`config.mk`:
```
export PLATFORM = sky130hd
export DESIGN_NAME = mdu_div_unit_flat
export DESIGN_NICKNAME = d
export VERILOG_FILES = /design/src/rtl/mdu_pkg.sv /design/src/rtl/mdu_div_unit_if.sv /design/src/rtl/mdu_div_unit.sv /design/src/flat_wrapper.sv
export SDC_FILE = /design/constraint.sdc
export NUM_CORES = 1
export LEC_CHECK = 0
export ABC_AREA = 1
export CORE_MARGIN = 2
export CORE_UTILIZATION = 40
export CTS_CLUSTER_DIAMETER = 40
export DETAILED_ROUTE_END_ITERATION = 16
export DONT_BUFFER_PORTS = 1
export PLACE_DENSITY_LB_ADDON = 0.2
export SLEW_MARGIN = 40
export SYNTH_ARGS = -nofsm -noshare
export SYNTH_HDL_FRONTEND = slang
export SYNTH_SLANG_ARGS = --single-unit
```
`constraint.sdc`:
```
create_clock -name clk_i -period 4.99 [get_ports clk_i]
set_input_delay 0.499 -clock clk_i [delete_from_list [all_inputs] [get_ports clk_i]]
set_output_delay 0.499 -clock clk_i [all_outputs]
set_load 0.01 [all_outputs]
```
`src/rtl/mdu_pkg.sv`:
```
// Shared MDU definitions: divide opcodes, divider FSM states and funct3 codes.
// Used by the divider, the multiplier path and the id decoder.
package mdu_pkg;

    typedef enum logic [1:0] {
        OP_DIV  = 2'd0,
        OP_DIVU = 2'd1,
        OP_REM  = 2'd2,
        OP_REMU = 2'd3
    } div_op_e;

    typedef enum logic [1:0] {
        IDLE = 2'd0,
        CALC = 2'd1,
        FIX  = 2'd2,
        DONE = 2'd3
    } div_state_e;

    localparam logic [2:0] F3_DIV  = 3'b100;
    localparam logic [2:0] F3_DIVU = 3'b101;
    localparam logic [2:0] F3_REM  = 3'b110;
    localparam logic [2:0] F3_REMU = 3'b111;

    function automatic logic is_signed_op(input div_op_e op);
        return ~op[0];
    endfunction

    function automatic logic is_rem_op(input div_op_e op);
        return op[1];
    endfunction

endpackage

```
`src/rtl/mdu_div_unit_if.sv`:
```
// Issue/result bundle between exe and the divider.
// master = issuer in exe, slave = mdu_div_unit.
interface mdu_div_if
    import mdu_pkg::*;
#(
    parameter int XLEN = 32
);
    logic            start_i;
    logic            flush_i;
    div_op_e         op_i;
    logic [XLEN-1:0] dividend_i;
    logic [XLEN-1:0] divisor_i;
    logic            busy_o;
    logic            valid_o;
    logic [XLEN-1:0] result_o;

    modport master (
        output start_i, flush_i, op_i, dividend_i, divisor_i,
        input  busy_o, valid_o, result_o
    );

    modport slave (
        input  start_i, flush_i, op_i, dividend_i, divisor_i,
        output busy_o, valid_o, result_o
    );
endinterface

```
`src/rtl/mdu_div_unit.sv`:
```
// Radix-2 restoring divider for DIV/DIVU/REM/REMU, one quotient bit per cycle.
// MDU_DIV_EARLY_OUT_EN: finish in one cycle when |dividend| < |divisor|.
module mdu_div_unit
    import mdu_pkg::*;
#(
    parameter int XLEN = 32
) (
    input  logic       clk_i,
    input  logic       rst_i,
    mdu_div_if.slave   bus
);
    localparam int CNT_W = $clog2(XLEN);

    div_state_e       state;
    logic [CNT_W-1:0] cnt;
    div_op_e          op_q;
    logic             quot_neg;
    logic             rem_neg;
    logic [XLEN-1:0]  quo;
    logic [XLEN-1:0]  rem;
    logic [XLEN-1:0]  dvs;
    logic [XLEN-1:0]  result_q;
    logic             valid_q;

    logic            sgn_op;
    logic            a_neg;
    logic            b_neg;
    logic [XLEN-1:0] a_mag;
    logic [XLEN-1:0] b_mag;
    logic            div_zero;
    logic            ovf;
    logic            accept;
    logic [XLEN-1:0] special_res;
    logic            early_hit;
    logic [XLEN-1:0] early_res;
    logic [XLEN-1:0] q_fix;
    logic [XLEN-1:0] r_fix;

    // One restoring step: shift {rem,quo} left, trial-subtract over XLEN+1 bits.
    function automatic logic [2*XLEN-1:0] div_step(
        input logic [XLEN-1:0] r,
        input logic [XLEN-1:0] q,
        input logic [XLEN-1:0] d
    );
        logic [XLEN:0] shifted;
        logic [XLEN:0] trial;
        shifted = {r, q[XLEN-1]};
        trial   = shifted - {1'b0, d};
        if (trial[XLEN])
            return {shifted[XLEN-1:0], q[XLEN-2:0], 1'b0};
        else
            return {trial[XLEN-1:0], q[XLEN-2:0], 1'b1};
    endfunction

    assign sgn_op   = is_signed_op(bus.op_i);
    assign a_neg    = sgn_op & bus.dividend_i[XLEN-1];
    assign b_neg    = sgn_op & bus.divisor_i[XLEN-1];
    assign a_mag    = a_neg ? -bus.dividend_i : bus.dividend_i;
    assign b_mag    = b_neg ? -bus.divisor_i : bus.divisor_i;
    assign div_zero = (bus.divisor_i == '0);
    assign ovf      = sgn_op
                    & (bus.dividend_i == {1'b1, {(XLEN-1){1'b0}}})
                    & (&bus.divisor_i);
    assign accept   = bus.start_i & ~bus.flush_i
                    & ((state == IDLE) | (state == DONE));

    always_comb begin
        special_res = '0;
        if (div_zero)
            special_res = is_rem_op(bus.op_i) ? bus.dividend_i : '1;
        else
            special_res = is_rem_op(bus.op_i) ? '0 : bus.dividend_i;
    end

`ifdef MDU_DIV_EARLY_OUT_EN
    assign early_hit = ~div_zero & (a_mag < b_mag);
    assign early_res = is_rem_op(bus.op_i) ? bus.dividend_i : '0;
`else
    assign early_hit = 1'b0;
    assign early_res = '0;
`endif

    assign q_fix = quot_neg ? -quo : quo;
    assign r_fix = rem_neg ? -rem : rem;

    always_ff @(posedge clk_i or posedge rst_i) begin
        if (rst_i) begin
            state    <= IDLE;
            cnt      <= '0;
            op_q     <= OP_DIV;
            quot_neg <= 1'b0;
            rem_neg  <= 1'b0;
            quo      <= '0;
            rem      <= '0;
            dvs      <= '0;
            result_q <= '0;
            valid_q  <= 1'b0;
        end else if (bus.flush_i) begin
            state   <= IDLE;
            cnt     <= '0;
            valid_q <= 1'b0;
        end else begin
            unique case (state)
                IDLE, DONE: begin
                    valid_q <= 1'b0;
                    if (accept) begin
                        op_q     <= bus.op_i;
                        quot_neg <= a_neg ^ b_neg;
                        rem_neg  <= a_neg;
                        if (div_zero | ovf) begin
                            state    <= DONE;
                            result_q <= special_res;
                            valid_q  <= 1'b1;
                        end else if (early_hit) begin
                            state    <= DONE;
                            result_q <= early_res;
                            valid_q  <= 1'b1;
                        end else begin
                            state <= CALC;
                            cnt   <= CNT_W'(XLEN - 1);
                            quo   <= a_mag;
                            rem   <= '0;
                            dvs   <= b_mag;
                        end
                    end else begin
                        state <= IDLE;
                    end
                end
                CALC: begin
                    {rem, quo} <= div_step(rem, quo, dvs);
                    if (cnt == '0)
                        state <= FIX;
                    else
                        cnt <= cnt - 1'b1;
                end
                FIX: begin
                    result_q <= is_rem_op(op_q) ? r_fix : q_fix;
                    valid_q  <= 1'b1;
                    state    <= DONE;
                end
                default: state <= IDLE;
            endcase
        end
    end

    assign bus.busy_o   = (state == CALC) | (state == FIX);
    assign bus.valid_o  = valid_q;
    assign bus.result_o = result_q;

endmodule
```
`src/flat_wrapper.sv`:
```
// flat-port wrapper written by rule: the top's interface ports become plain ports
module mdu_div_unit_flat import mdu_pkg::*;
#(
    parameter int XLEN = 32
)
  (clk_i, rst_i, bus_start_i, bus_flush_i, bus_op_i, bus_dividend_i, bus_divisor_i, bus_busy_o, bus_valid_o, bus_result_o);
  mdu_div_if #(.XLEN(XLEN)) bus_i ();
  input  logic clk_i;
  input  logic rst_i;
  input wire logic [$bits(bus_i.start_i)-1:0] bus_start_i;
  input wire logic [$bits(bus_i.flush_i)-1:0] bus_flush_i;
  input wire logic [$bits(bus_i.op_i)-1:0] bus_op_i;
  input wire logic [$bits(bus_i.dividend_i)-1:0] bus_dividend_i;
  input wire logic [$bits(bus_i.divisor_i)-1:0] bus_divisor_i;
  output wire logic [$bits(bus_i.busy_o)-1:0] bus_busy_o;
  output wire logic [$bits(bus_i.valid_o)-1:0] bus_valid_o;
  output wire logic [$bits(bus_i.result_o)-1:0] bus_result_o;
  assign bus_i.start_i = bus_start_i;
  assign bus_i.flush_i = bus_flush_i;
  assign bus_i.op_i = bus_op_i;
  assign bus_i.dividend_i = bus_dividend_i;
  assign bus_i.divisor_i = bus_divisor_i;
  assign bus_busy_o = bus_i.busy_o;
  assign bus_valid_o = bus_i.valid_o;
  assign bus_result_o = bus_i.result_o;
  mdu_div_unit #(.XLEN(XLEN)) u_core (.clk_i(clk_i), .rst_i(rst_i), .bus(bus_i));
endmodule
```
==> results.toml <==
[placed_design]
port_buffers = 0
place_congestion = 0.935
placed_cell_area_mm2 = 0.0136
dpl.hpwl_um = 38700
pre_cts_ws_ps = 1820
dp.cells = 2644

[global_routing]
grt_pass1_wl_um = 76900
antenna_found_initial = 1
busiest_layer = "met2"
grt_use_met3_pct = 7.07
grt_max_degree = 106
met2_usage_pct = 41.5
use_met1_pct = 40.6
gr-total-overflow = 0
grtUsageTotal_pct = 28.2
grt_pass1_vias = 13300

[finish]
design_area_mm2 = 0.0142
instances_no_fill = 2677
seq_area_mm2 = 0.00348
multi_input_area_mm2 = 0.00842
drive_gt1_share_pct = 3.76
fin_nets = 2333
areaGrowthSynthToFinish_pct = 5.99
fill_cells = 3663

[cts]
ctsResizeCount = 0
clk_pin_slew_worst_paths_ps = 70
clock_latency_ps = 450
cts_tree = "done"
htree_levels = 4
cts-root-buf = "clkbuf_16"
cts_buffer_depth = 2
cts.sinks = 139
postCtsSetupBuffers = 0
cts_made_buffers = 17
cts_hold_buffers = 0

[min_path]
hold_class = "in -> async"

[route]
final_antenna_net_count = 0
drt-pass1-iter-count = 6
num_vias = 14700
drt_iter0_drc = 1583
routedWlPerCell_um = 18.6
vias_per_cell = 5.50
route.detailed.drc = 0
routed_wl_um = 49700

[timing]
fin_crit_ps = 3020
max_slew_margin_pct = 47.5
hold_viol_final = 41
maxSlewViolCount = 0
fin_crit_sh_pct = 60.6
worst_slew_pin_slew_ps = 786
whs_ps = -97.7
fmaxAchievable_mhz = 331
rsz0062_at_grt = "false"
setup-violations-final = 0
setup_ws_ps = 1970
skew_ps = 18.2
finalSetupTns_ps = 0

[pwr]
power_mw = 4.63
power.leakage_nw = 7.49
power_density_mw_per_mm2 = 326
peakVddDrop_mv = 0.207

[critical_path]
path_cells = "inv_1 > ha_1 > fa_1 > nor2_1 > o21ai_0 > nand2_1 > nand2_1 > nand2_1 > nand2_2 > nand2_1 > nand2_1 > nand2_2 > nand2_1 > nand3_1 > nand2_1"
cpPeakStageDelay_ps = 430
crit_top_cell = "nand2_1"
slowest_stage = "fa_1"
cp.arrival_ps = 3360
cp-start-kind = "flip-flop"
critical_path_required_ps = 5330
endpoint_kind = "flip-flop"
cp_max_fo = 32
critPathKind = "reg -> reg"

[yosys]
synth_edf_count = 0
async_flop_share_pct = 100
synth.most_common_cell = "nand2_1"
synth_area_mm2 = 0.0134
synthCells = 2265
synth_top_area_cell = "dfrtp_1"
synth_top_flop_cell = "dfrtp_1"
yosysWarningCount = 0
synth-seq-cells = 139
synth_area_leaders = "dfrtp_1 26%, nand2_1 23%, nand3_1 8.8%, inv_1 7.7%, nor2_1 5.6%"
yosys-top-cells-count = "809 x nand2_1, 276 x inv_1, 234 x nand3_1"
synth_top_area_share_pct = 26.0
syn-mean-instance-area_um2 = 5.91
synth_nets = 2377
ys_seq_area_share_pct = 26.0
synth_cell_types = 42

[die]
start_util_pct = 40.9
rows = 66
dieHeight_um = 187
fp.dieW_um = 187
die_area_mm2 = 0.0349
ios = 104
core_area_mm2 = 0.0327

[outcome]
violations = "hold timing"
outcome = "finished, violations left"

[job]
maxCapViolations = 0
report_power, final:
part | switching, mW | leakage [nW] | internal [mW]
Sequential | 0.237 | 1.81 | 1.36
Clock | 0.573 | 0.264 | 0.658
Combinational | 1.26 | 5.42 | 0.536
placed cells by master, fill, tap and decap left out, drive strengths merged:
cell,count
nand2,818
inv,285
nand3,239
nor2,215
o21ai,197
dfrtp,139
a21oi,79
xor2,41
ha,41
nand4,38
nor3,21
clkbuf,18
xnor2,16
clkinv,15
nand3b,14
o211ai,12
buf,9
o22ai,6
nor4,6
o31ai,5
o21bai,4
or2,3
a22oi,3
clkinvlp,3
and3,2
o221ai,2
diode,1
a31oi,1
o31a,1
fa,1
flip-flops by register name, summed over array words and instances, names as in the netlist:
| name | cells |
|---|---|
| u_core.bus.result_o | 32 |
| u_core.rem | 32 |
| u_core.quo | 32 |
| u_core.rem_neg | 1 |
| u_core.dvs | 32 |
| u_core.bus.valid_o | 1 |
| u_core.state | 2 |
| u_core.quot_neg | 1 |
| u_core.cnt | 5 |
| u_core.op_q | 1 |
logic make-up after synthesis:
kind of cell	count (synthesis)	synth area share, %
simple gates	1356	42.8
buf+inv	361	11.2
compound gates	310	12.3
flops	139	26.0
xor+xnor	57	3.73
fa+ha+maj	42	3.99
routing by layer:
layer	up-vias	share of wire, %
met3	81	9.7
li1	7181	-
met4	2	2.5
met5	-	0.016
met2	659	42
met1	6788	45
final timing paths:
path	from	to	slack, ps	cells after the start
hold reg to reg	u_core.dvs[14]	u_core.dvs[14]	490	2
max in group asynchronous	rst_i	u_core.dvs[4]	4040	2
setup / recovery	u_core.quo[31]	u_core.rem[12]	1970	15
min in group clk_i	bus_flush_i	u_core.bus.valid_o	160	1
hold / removal	rst_i	u_core.bus.result_o[18]	-100	1
setup reg to reg	u_core.quo[31]	u_core.rem[12]	1970	15
worst max-delay path: cells and delay by family, from the launching register on:
family | cells | cell delay [ps]
AND/OR/NAND/NOR | 11 | 1620
buffers and inverters | 1 | 100
adder cells (fa/ha/maj) | 2 | 650
flip-flops | 1 | 340
AO/OA/AOI/OAI | 1 | 180
final cells by class:
cell class | count | share of cell area, %
well taps | 442 | 3.90
diodes | 1 | 0.0177
multi-input cells | 1765 | 59.4
clock inverters | 14 | 0.786
repair buffers | 9 | 0.477
clock buffers | 18 | 3.10
inverters | 289 | 7.78
flip-flops and latches | 139 | 24.5
stage by stage:
stage,hold slack [ps],utilization [%]
floorplan,453,-
global placement,465,41.6
detailed placement,477,41.6
CTS,87.7,43.3
global route,13.7,43.3
finish,-97.7,43.4
Power figures use the tool's default switching activity.
